==> config.mk <==
export PLATFORM = sky130hd
export DESIGN_NAME = mem_port_arbiter
export DESIGN_NICKNAME = d
export VERILOG_FILES = /design/src/rtl/mem_port_arbiter.sv
export SDC_FILE = /design/constraint.sdc
export NUM_CORES = 1
export LEC_CHECK = 0
export CAP_MARGIN = 5
export CORE_AREA = 2 2 109 111
export CTS_CLUSTER_SIZE = 40
export DETAILED_ROUTE_END_ITERATION = 16
export DIE_AREA = 0 0 111 113
export GPL_TIMING_DRIVEN = 0
export SLEW_MARGIN = 15
export SYNTH_ARGS = -nofsm -noshare
export SYNTH_HDL_FRONTEND = slang
export SYNTH_SLANG_ARGS = --single-unit
==> constraint.sdc <==
create_clock -name clk -period 3.95 [get_ports clk]
set_input_delay 0.79 -clock clk [delete_from_list [all_inputs] [get_ports clk]]
set_output_delay 0.79 -clock clk [all_outputs]
set_load 0.05 [all_outputs]
==> src/rtl/mem_port_arbiter.sv <==
// Arbiter sharing one single-ported memory between instruction fetch and data access.
// Optional bus-error timeout and DRAIN state enabled by defining ARB_TIMEOUT_EN.
module mem_port_arbiter #(
  parameter int unsigned MAX_D_STREAK   = 4,
  parameter int unsigned TIMEOUT_CYCLES = 64
) (
  input  logic        clk,
  input  logic        rst,
  input  logic        i_req,
  input  logic [31:0] i_addr,
  input  logic        i_flush,
  output logic        i_gnt,
  output logic        i_rvalid,
  output logic [31:0] i_rdata,
  output logic        i_err,
  input  logic        d_req,
  input  logic        d_we,
  input  logic [3:0]  d_be,
  input  logic [31:0] d_addr,
  input  logic [31:0] d_wdata,
  output logic        d_gnt,
  output logic        d_rvalid,
  output logic [31:0] d_rdata,
  output logic        d_err,
  output logic        m_req,
  output logic        m_we,
  output logic [3:0]  m_be,
  output logic [31:0] m_addr,
  output logic [31:0] m_wdata,
  input  logic        m_gnt,
  input  logic        m_rvalid,
  input  logic [31:0] m_rdata,
  input  logic        m_err
);

  localparam int unsigned SW = $clog2(MAX_D_STREAK + 1);

`ifdef ARB_TIMEOUT_EN
  typedef enum logic [1:0] {IDLE, BUSY_I, BUSY_D, DRAIN} state_e;
  localparam int unsigned TW = $clog2(TIMEOUT_CYCLES + 1);
  logic [TW-1:0] timer_q, timer_d;
  logic          timeout;
`else
  typedef enum logic [1:0] {IDLE, BUSY_I, BUSY_D} state_e;
`endif

  state_e        state_q, state_d;
  logic [SW-1:0] streak_q, streak_d;
  logic          drop_q, drop_d;
  logic          fetch_elig, win_d, win_i;

  always_ff @(posedge clk or posedge rst) begin
    if (rst) begin
      state_q  <= IDLE;
      streak_q <= '0;
      drop_q   <= 1'b0;
`ifdef ARB_TIMEOUT_EN
      timer_q  <= '0;
`endif
    end else begin
      state_q  <= state_d;
      streak_q <= streak_d;
      drop_q   <= drop_d;
`ifdef ARB_TIMEOUT_EN
      timer_q  <= timer_d;
`endif
    end
  end

  assign fetch_elig = i_req & ~i_flush;
  assign win_d      = d_req & ((streak_q < SW'(MAX_D_STREAK)) | ~fetch_elig);
  assign win_i      = ~win_d & fetch_elig;

`ifdef ARB_TIMEOUT_EN
  assign timeout = (timer_q == TW'(TIMEOUT_CYCLES - 1));

  always_comb begin
    timer_d = '0;
    if (state_q == BUSY_I || state_q == BUSY_D) timer_d = timer_q + TW'(1);
  end
`endif

  always_comb begin
    state_d  = state_q;
    drop_d   = drop_q;
    i_gnt    = 1'b0;
    i_rvalid = 1'b0;
    i_rdata  = '0;
    i_err    = 1'b0;
    d_gnt    = 1'b0;
    d_rvalid = 1'b0;
    d_rdata  = '0;
    d_err    = 1'b0;
    m_req    = 1'b0;
    m_we     = 1'b0;
    m_be     = '0;
    m_addr   = '0;
    m_wdata  = '0;
    // Outputs are forced quiet while reset is held, even with requests pending.
    if (!rst) begin
      case (state_q)
        IDLE: begin
          if (win_d) begin
            m_req   = 1'b1;
            m_we    = d_we;
            m_be    = d_be;
            m_addr  = d_addr;
            m_wdata = d_wdata;
            d_gnt   = m_gnt;
            if (m_gnt) state_d = BUSY_D;
          end else if (win_i) begin
            m_req   = 1'b1;
            m_be    = '1;
            m_addr  = i_addr;
            i_gnt   = m_gnt;
            if (m_gnt) begin
              state_d = BUSY_I;
              drop_d  = 1'b0;
            end
          end
        end
        BUSY_I: begin
          if (m_rvalid) begin
            i_rvalid = ~(drop_q | i_flush);
            i_rdata  = i_rvalid ? m_rdata : '0;
            i_err    = i_rvalid & m_err;
            state_d  = IDLE;
            drop_d   = 1'b0;
          end
`ifdef ARB_TIMEOUT_EN
          else if (timeout) begin
            i_rvalid = ~(drop_q | i_flush);
            i_err    = i_rvalid;
            state_d  = DRAIN;
            drop_d   = 1'b0;
          end
`endif
          else if (i_flush) begin
            drop_d = 1'b1;
          end
        end
        BUSY_D: begin
          if (m_rvalid) begin
            d_rvalid = 1'b1;
            d_rdata  = m_rdata;
            d_err    = m_err;
            state_d  = IDLE;
          end
`ifdef ARB_TIMEOUT_EN
          else if (timeout) begin
            d_rvalid = 1'b1;
            d_err    = 1'b1;
            state_d  = DRAIN;
          end
`endif
        end
`ifdef ARB_TIMEOUT_EN
        DRAIN: begin
          if (m_rvalid) state_d = IDLE;
        end
`endif
        default: state_d = IDLE;
      endcase
    end
  end

  always_comb begin
    streak_d = streak_q;
    if (!i_req || i_gnt) streak_d = '0;
    else if (d_gnt && (streak_q < SW'(MAX_D_STREAK))) streak_d = streak_q + SW'(1);
  end

  a_no_rvalid_on_grant: assert property (@(posedge clk) disable iff (rst)
    !(state_q == IDLE && m_gnt && m_rvalid));

endmodule

Yosys cells after proc, flatten, opt, wreduce, memory -nomap -nowiden --
Index checks and enable logic that the tools add are counted.
Word-level totals: bits in latches 0, memories kept 0, bits in read-only memories 0, flip-flop bits (word level) 6, word-level logic and storage cells 93, input port bits 141, bits in writable memories 0, output and inout bits 140
Operators by class: $add $sub $neg 1, $mul 0, div/mod/pow operators 0, multiplexer cells 58, magnitude comparators 1, equal/unequal tests 10, reduce and logical (&&, ||, !) cells 9, bitwise gates (word level) 11, shifts and indexed selects 0
Operator list (number):
- $mux 32 | 14
- $mux 1 | 31
- $mux 4 | 4
- $ne 3x3->1 const B | 4
- $mux 2 | 5
- $mux 3 | 2
- $ne 2x2->1 const B | 3
- $reduce_and 6->1 | 1
- $not 1->1 | 5
- $reduce_and 5->1 | 1
- $and 1x1->1 | 4
- $pmux 2 s2 | 1
- $reduce_bool 2->1 | 2
- $add 3x1->3 const B | 1
- $lt 3x3->1 const B | 1
- $eq 2x1->1 const B | 1
- $eq 2x2->1 const B | 1
- $logic_not 2->1 | 1
- $ne 2x1->1 const B | 1
- $or 1x1->1 | 2
- $pmux 1 s2 | 1
- $reduce_or 2->1 | 1
- $logic_and 1x1->1 | 1
- $logic_not 1->1 | 1
- $logic_or 1x1->1 | 1

Depth between registers and ports, before layout --
Gate-level depths: netlist of the first run.
depth after elaboration 13, mapped depth 7, depth with buffers taken out 6

Worst setup path after synthesis of the first run --
Ideal clock, no wire load.
path kind input to output, start point input port rst, end point output port m_be[0], required time 3.160 ns, buffers on the path 0, arrival time 2.381 ns, path slack 0.779 ns, stages on the path 4, cell sequence inv_2 -> nand2_1 -> nor2_1 -> o21a_1
On the way: cells in the longest elaborated chain, start to end 1
Ends and longest elaborated chain:
- start, declared | line 8 | input logic rst,
- $mux 4 | line 100 | if (!rst) begin
- end, declared | line 27 | output logic [3:0] m_be,
Every way passes these cells.

Worst setup path after layout of the first run --
start point input port i_flush, end point output port m_addr[13]
On the way: cells in the longest elaborated chain, start to end 11
Ends and longest elaborated chain:
- start, declared | line 11 | input logic i_flush,
- $not 1->1 * | line 70 | assign fetch_elig = i_req & ~i_flush;
- $and 1x1->1 * | line 70
- $not 1->1 | line 71 | assign win_d = d_req & ((streak_q < SW'(MAX_D_STREAK)) | ~fetch_elig);
- $or 1x1->1 | line 71
- $and 1x1->1 | line 71
- $not 1->1 | line 72 | assign win_i = ~win_d & fetch_elig;
- $and 1x1->1 | line 72
- $mux 32 | line 111 | end else if (win_i) begin
- $mux 32 * | line 103 | if (win_d) begin
- $mux 32 * | line 101 | case (state_q)
- $mux 32 * | line 100
- end, declared | line 28 | output logic [31:0] m_addr,
Mark *: on every way between the ends. The rest lies on a longest branch, timed or not.

==> results of run 1 <==
-- worst paths after layout --
| path | from | endpoint | slack [ns] | cells past startpoint |
|---|---|---|---|---|
| max | i_flush | m_addr[13] | 0.13 | 8 |
| min | streak_q[1] | streak_q[1] | 0.57 | 2 |
| max reg2reg | state_q[0] | streak_q[1] | 2.29 | 7 |
| min reg2reg | streak_q[1] | streak_q[1] | 0.57 | 2 |
| max in group asynchronous | rst | state_q[0] | 2.84 | 2 |
| min in group asynchronous | rst | streak_q[2] | 0.96 | 2 |
-- power groups by stage --
| stage | Combinational (mW) | Sequential (mW) | Clock (mW) |
|---|---|---|---|
| floorplan | 0.661 | 0.0842 | 0 |
| global placement | 1.09 | 0.0850 | 0 |
| detailed placement | 1.10 | 0.0857 | 0 |
| CTS | 1.07 | 0.0849 | 0.168 |
| global route | 1.12 | 0.0873 | 0.173 |
| finish | 1.06 | 0.0848 | 0.166 |
-- flip-flops by register name, indices dropped and copies added (netlist names) --
signal / cells
streak_q: 3
state_q: 2
drop_q: 1
-- final cells by class --
cell class | count | area (um2) | area share [%]
Buffer | 22 | 158 | 3.15
Inverter | 6 | 22.5 | 0.451
Multi-Input combinational cell | 211 | 1500 | 30.0
Timing Repair Buffer | 280 | 2910 | 58.3
Tap cell | 143 | 179 | 3.58
Sequential cell | 6 | 150 | 3.00
Clock buffer | 3 | 75.1 | 1.50
-- cell usage after synthesis --
library cell	n
buf_6	8
a41o_1	2
a22oi_1	3
nand3b_4	1
nor3b_1	1
o21ai_0	2
a22oi_2	30
and2_1	101
clkbuf_1	5
nor4_4	1
nor2_1	37
dfrtp_1	6
and3_1	1
o21ai_1	1
nand3b_1	1
o311a_1	1
nand2_2	1
a221oi_2	1
nand2b_2	1
buf_2	4
ha_1	4
inv_1	5
a21oi_1	1
a21o_1	1
mux2i_1	2
a21boi_1	1
clkbuf_2	5
inv_2	1
nor2_2	1
o21a_1	4
nor2b_1	3
a311oi_1	1
nand2b_1	1
and2b_4	1
nor3_1	1
nand2_1	5
-- stage by stage --
stage	power (mW)	setup WS [ns]
after floorplan	0.745	0.779
after global placement	1.18	-0.0919
after detailed placement	1.18	-0.117
after CTS	1.32	0.00133
after global routing	1.38	-0.0135
final	1.31	0.129
-- layer usage --
metal | GRT usage [%] | part of all wire [%]
met1 | 16.8 | 39
met5 | 0 | 0
met2 | 27.4 | 50
met4 | 4.33 | 1.7
met3 | 4.07 | 9.2
-- worst max-delay path: stages --
cell	delay, ns
clkdlybuf4s50_1	0.51
and2b_4	0.33
and2_1	0.15
buf_6	0.13
buf_6	0.16
a22oi_2	0.06
nor2_1	0.08
clkdlybuf4s50_1	0.81
-- cells in the final DEF (no fill, tap or decap), types with 3 or more instances in the layout --
cell | Yosys | routed
a22oi_2 | 30 | 30
buf_2 | 4 | 4
clkdlybuf4s15_1 | 0 | 11
nor2b_1 | 3 | 3
and2_1 | 101 | 101
dlymetal6s2s_1 | 0 | 69
ha_1 | 4 | 4
clkbuf_16 | 0 | 3
nand2_1 | 5 | 5
inv_1 | 5 | 5
clkdlybuf4s50_1 | 0 | 156
clkbuf_2 | 5 | 10
o21a_1 | 4 | 4
dfrtp_1 | 6 | 6
a22oi_1 | 3 | 3
dlygate4sd2_1 | 0 | 42
nor2_1 | 37 | 37
buf_6 | 8 | 8
-- repair_timing --
| action | 4_1_cts | 5_1_grt |
|---|---|---|
| cloned | 0 | 0 |
| resized for setup | 55 | 90 |
| buffers inserted | 0 | 0 |
| hold endpoints to repair | 0 | 0 |
| endpoints found under the setup margin | 55 | 83 |
-- cells by family after synthesis --
| logic type | count (synthesis) |
|---|---|
| simple gates | 157 |
| compound gates | 48 |
| buf+inv | 28 |
| flops | 6 |
| fa+ha+maj | 4 |
| mux | 2 |
==> summary.txt, run 1 <==
Floorplan
  • I/O pin count: 281
  • Die X: 111 um
  • Die area: 12500 um2
  • Core Area: 11300 um2
  • Die Ht: 113 um
  • Row count: 39
  • Starting Density: 16.2%

Timing
  • Clk_skew: 0.00155 ns
  • Max frequency: 0.262 GHz
  • Final setup vio count: 0
  • Slew headroom: 61.2%
  • Crit share post-route: 96.7%
  • Least-Margin Pin Slew: 0.580 ns
  • Final Hold Violating Endpoints: 0
  • Final min period: 3.82 ns
  • Final Max Tran Viols: 0
  • Fin Setup TNS: 0 ns
  • Hold Worst Slack: 0.566 ns

Routing
  • Vias per cell: 4.21
  • WL per Instance: 15.4 um
  • Routed wire length: 10.3 mm
  • First-pass iteration count of the detailed router: 4
  • Vias: 2823
  • DR iter-0 viols: 107
  • DR DRC count: 0
  • Antenna viol nets, final: 0

Critical path
  • Critical Path RT: 3.16 ns
  • Crit-path max FO: 10
  • Setup Crit Path Kind: input pin to output port
  • CP endpoint kind: output port
  • Arrival time worst endpoint: 3.03 ns
  • Worst setup SP type: input pin

CTS
  • CTS max path bufs: 2
  • Number of H-tree levels: 1
  • Clock-pin slew on the worst setup and hold paths: 0.03 ns
  • Hold_buf cts: 0
  • CTS tree: yes
  • Clock sinks: 6
  • Total CTS buffers: 3
  • Later-pin clock latency in the skew report: 0.23 ns
  • CTS root buffer: clkbuf_16

Cells and area
  • Fill count: 1120
  • Post-route core utilization: 44.3%
  • Layout area overhead: 174%
  • # nets final: 675
  • Share of layout cells above drive strength 1: 11.9%
  • Finished Layout Cells: 671
  • Post-route cell area: 5000 um2
  • N_diodes: 0

Synth
  • Post-synthesis adder-cell area fraction: 2.74%
  • Largest family of logic cells by synthesized area: simple AND/OR/NAND/NOR gates
  • Top-area cell type share of the netlist area: 34.6%
  • Compound-cell area share of the yosys netlist: 28.3%
  • Synthesized Nets: 390
  • Flops & latches, synth: 6
  • Sequential share of the synthesized area: 8.22%
  • Syn Inst Count: 245
  • Mean Syn Cell Area: 7.46 um2
  • Post-Synth Simple-Gate Area: 50.0%
  • Mux cell area share after synthesis: 1.10%
  • Post-synthesis xor/xnor area fraction: 0%
  • Synth area leaders: and2_1 35%, a22oi_2 21%, dfrtp_1 8.2%
  • Synthesized area: 1830 um2
  • Post-synth top area cell: and2_1
  • Synth warn: 0
  • Yosys cell types: 36

Placement
  • Post-placement cell count: 668
  • GP Congestion: 0.928
  • Post-DP HPWL: 9.22 mm
  • Post-DP Area: 4810 um2
  • IO Port Bufs: 280

Status
  • Status: finished, final reports clean

Power
  • Sw Ratio: 53.8%
  • Combinational group share of total power: 80.8%
  • Power density cells: 262 nW/um2
  • Lkg Pwr: 3.28 nW
  • Sequential Power Share: 6.5%
  • P_int: 605 uW
  • Worst VDD drop: 0.116 mV
  • P_sw: 703 uW
  • Clock power frac: 12.7%

Global route
  • GRT Total Usage: 14.9%
  • Aggregate global routing overflow: 0
  • First-pass GRT wire length: 15.0 mm
  • Vias in the first global route: 2845
  • Maximum number of pins on one net before global-route repair: 11
  • Initial antenna violation count: 0

Flow run
  • Max-capacitance violation count: 0

Min path
  • Hold Crit Class: flop to flop
Note: power is estimated with default switching activity, not from simulation.
==> inputs of run 2 (changes only) <==
Settings changed: CAP_MARGIN 5 to not set.
==> results of run 2 <==
Final layout, timing and power as in run 1 (identical DEF).
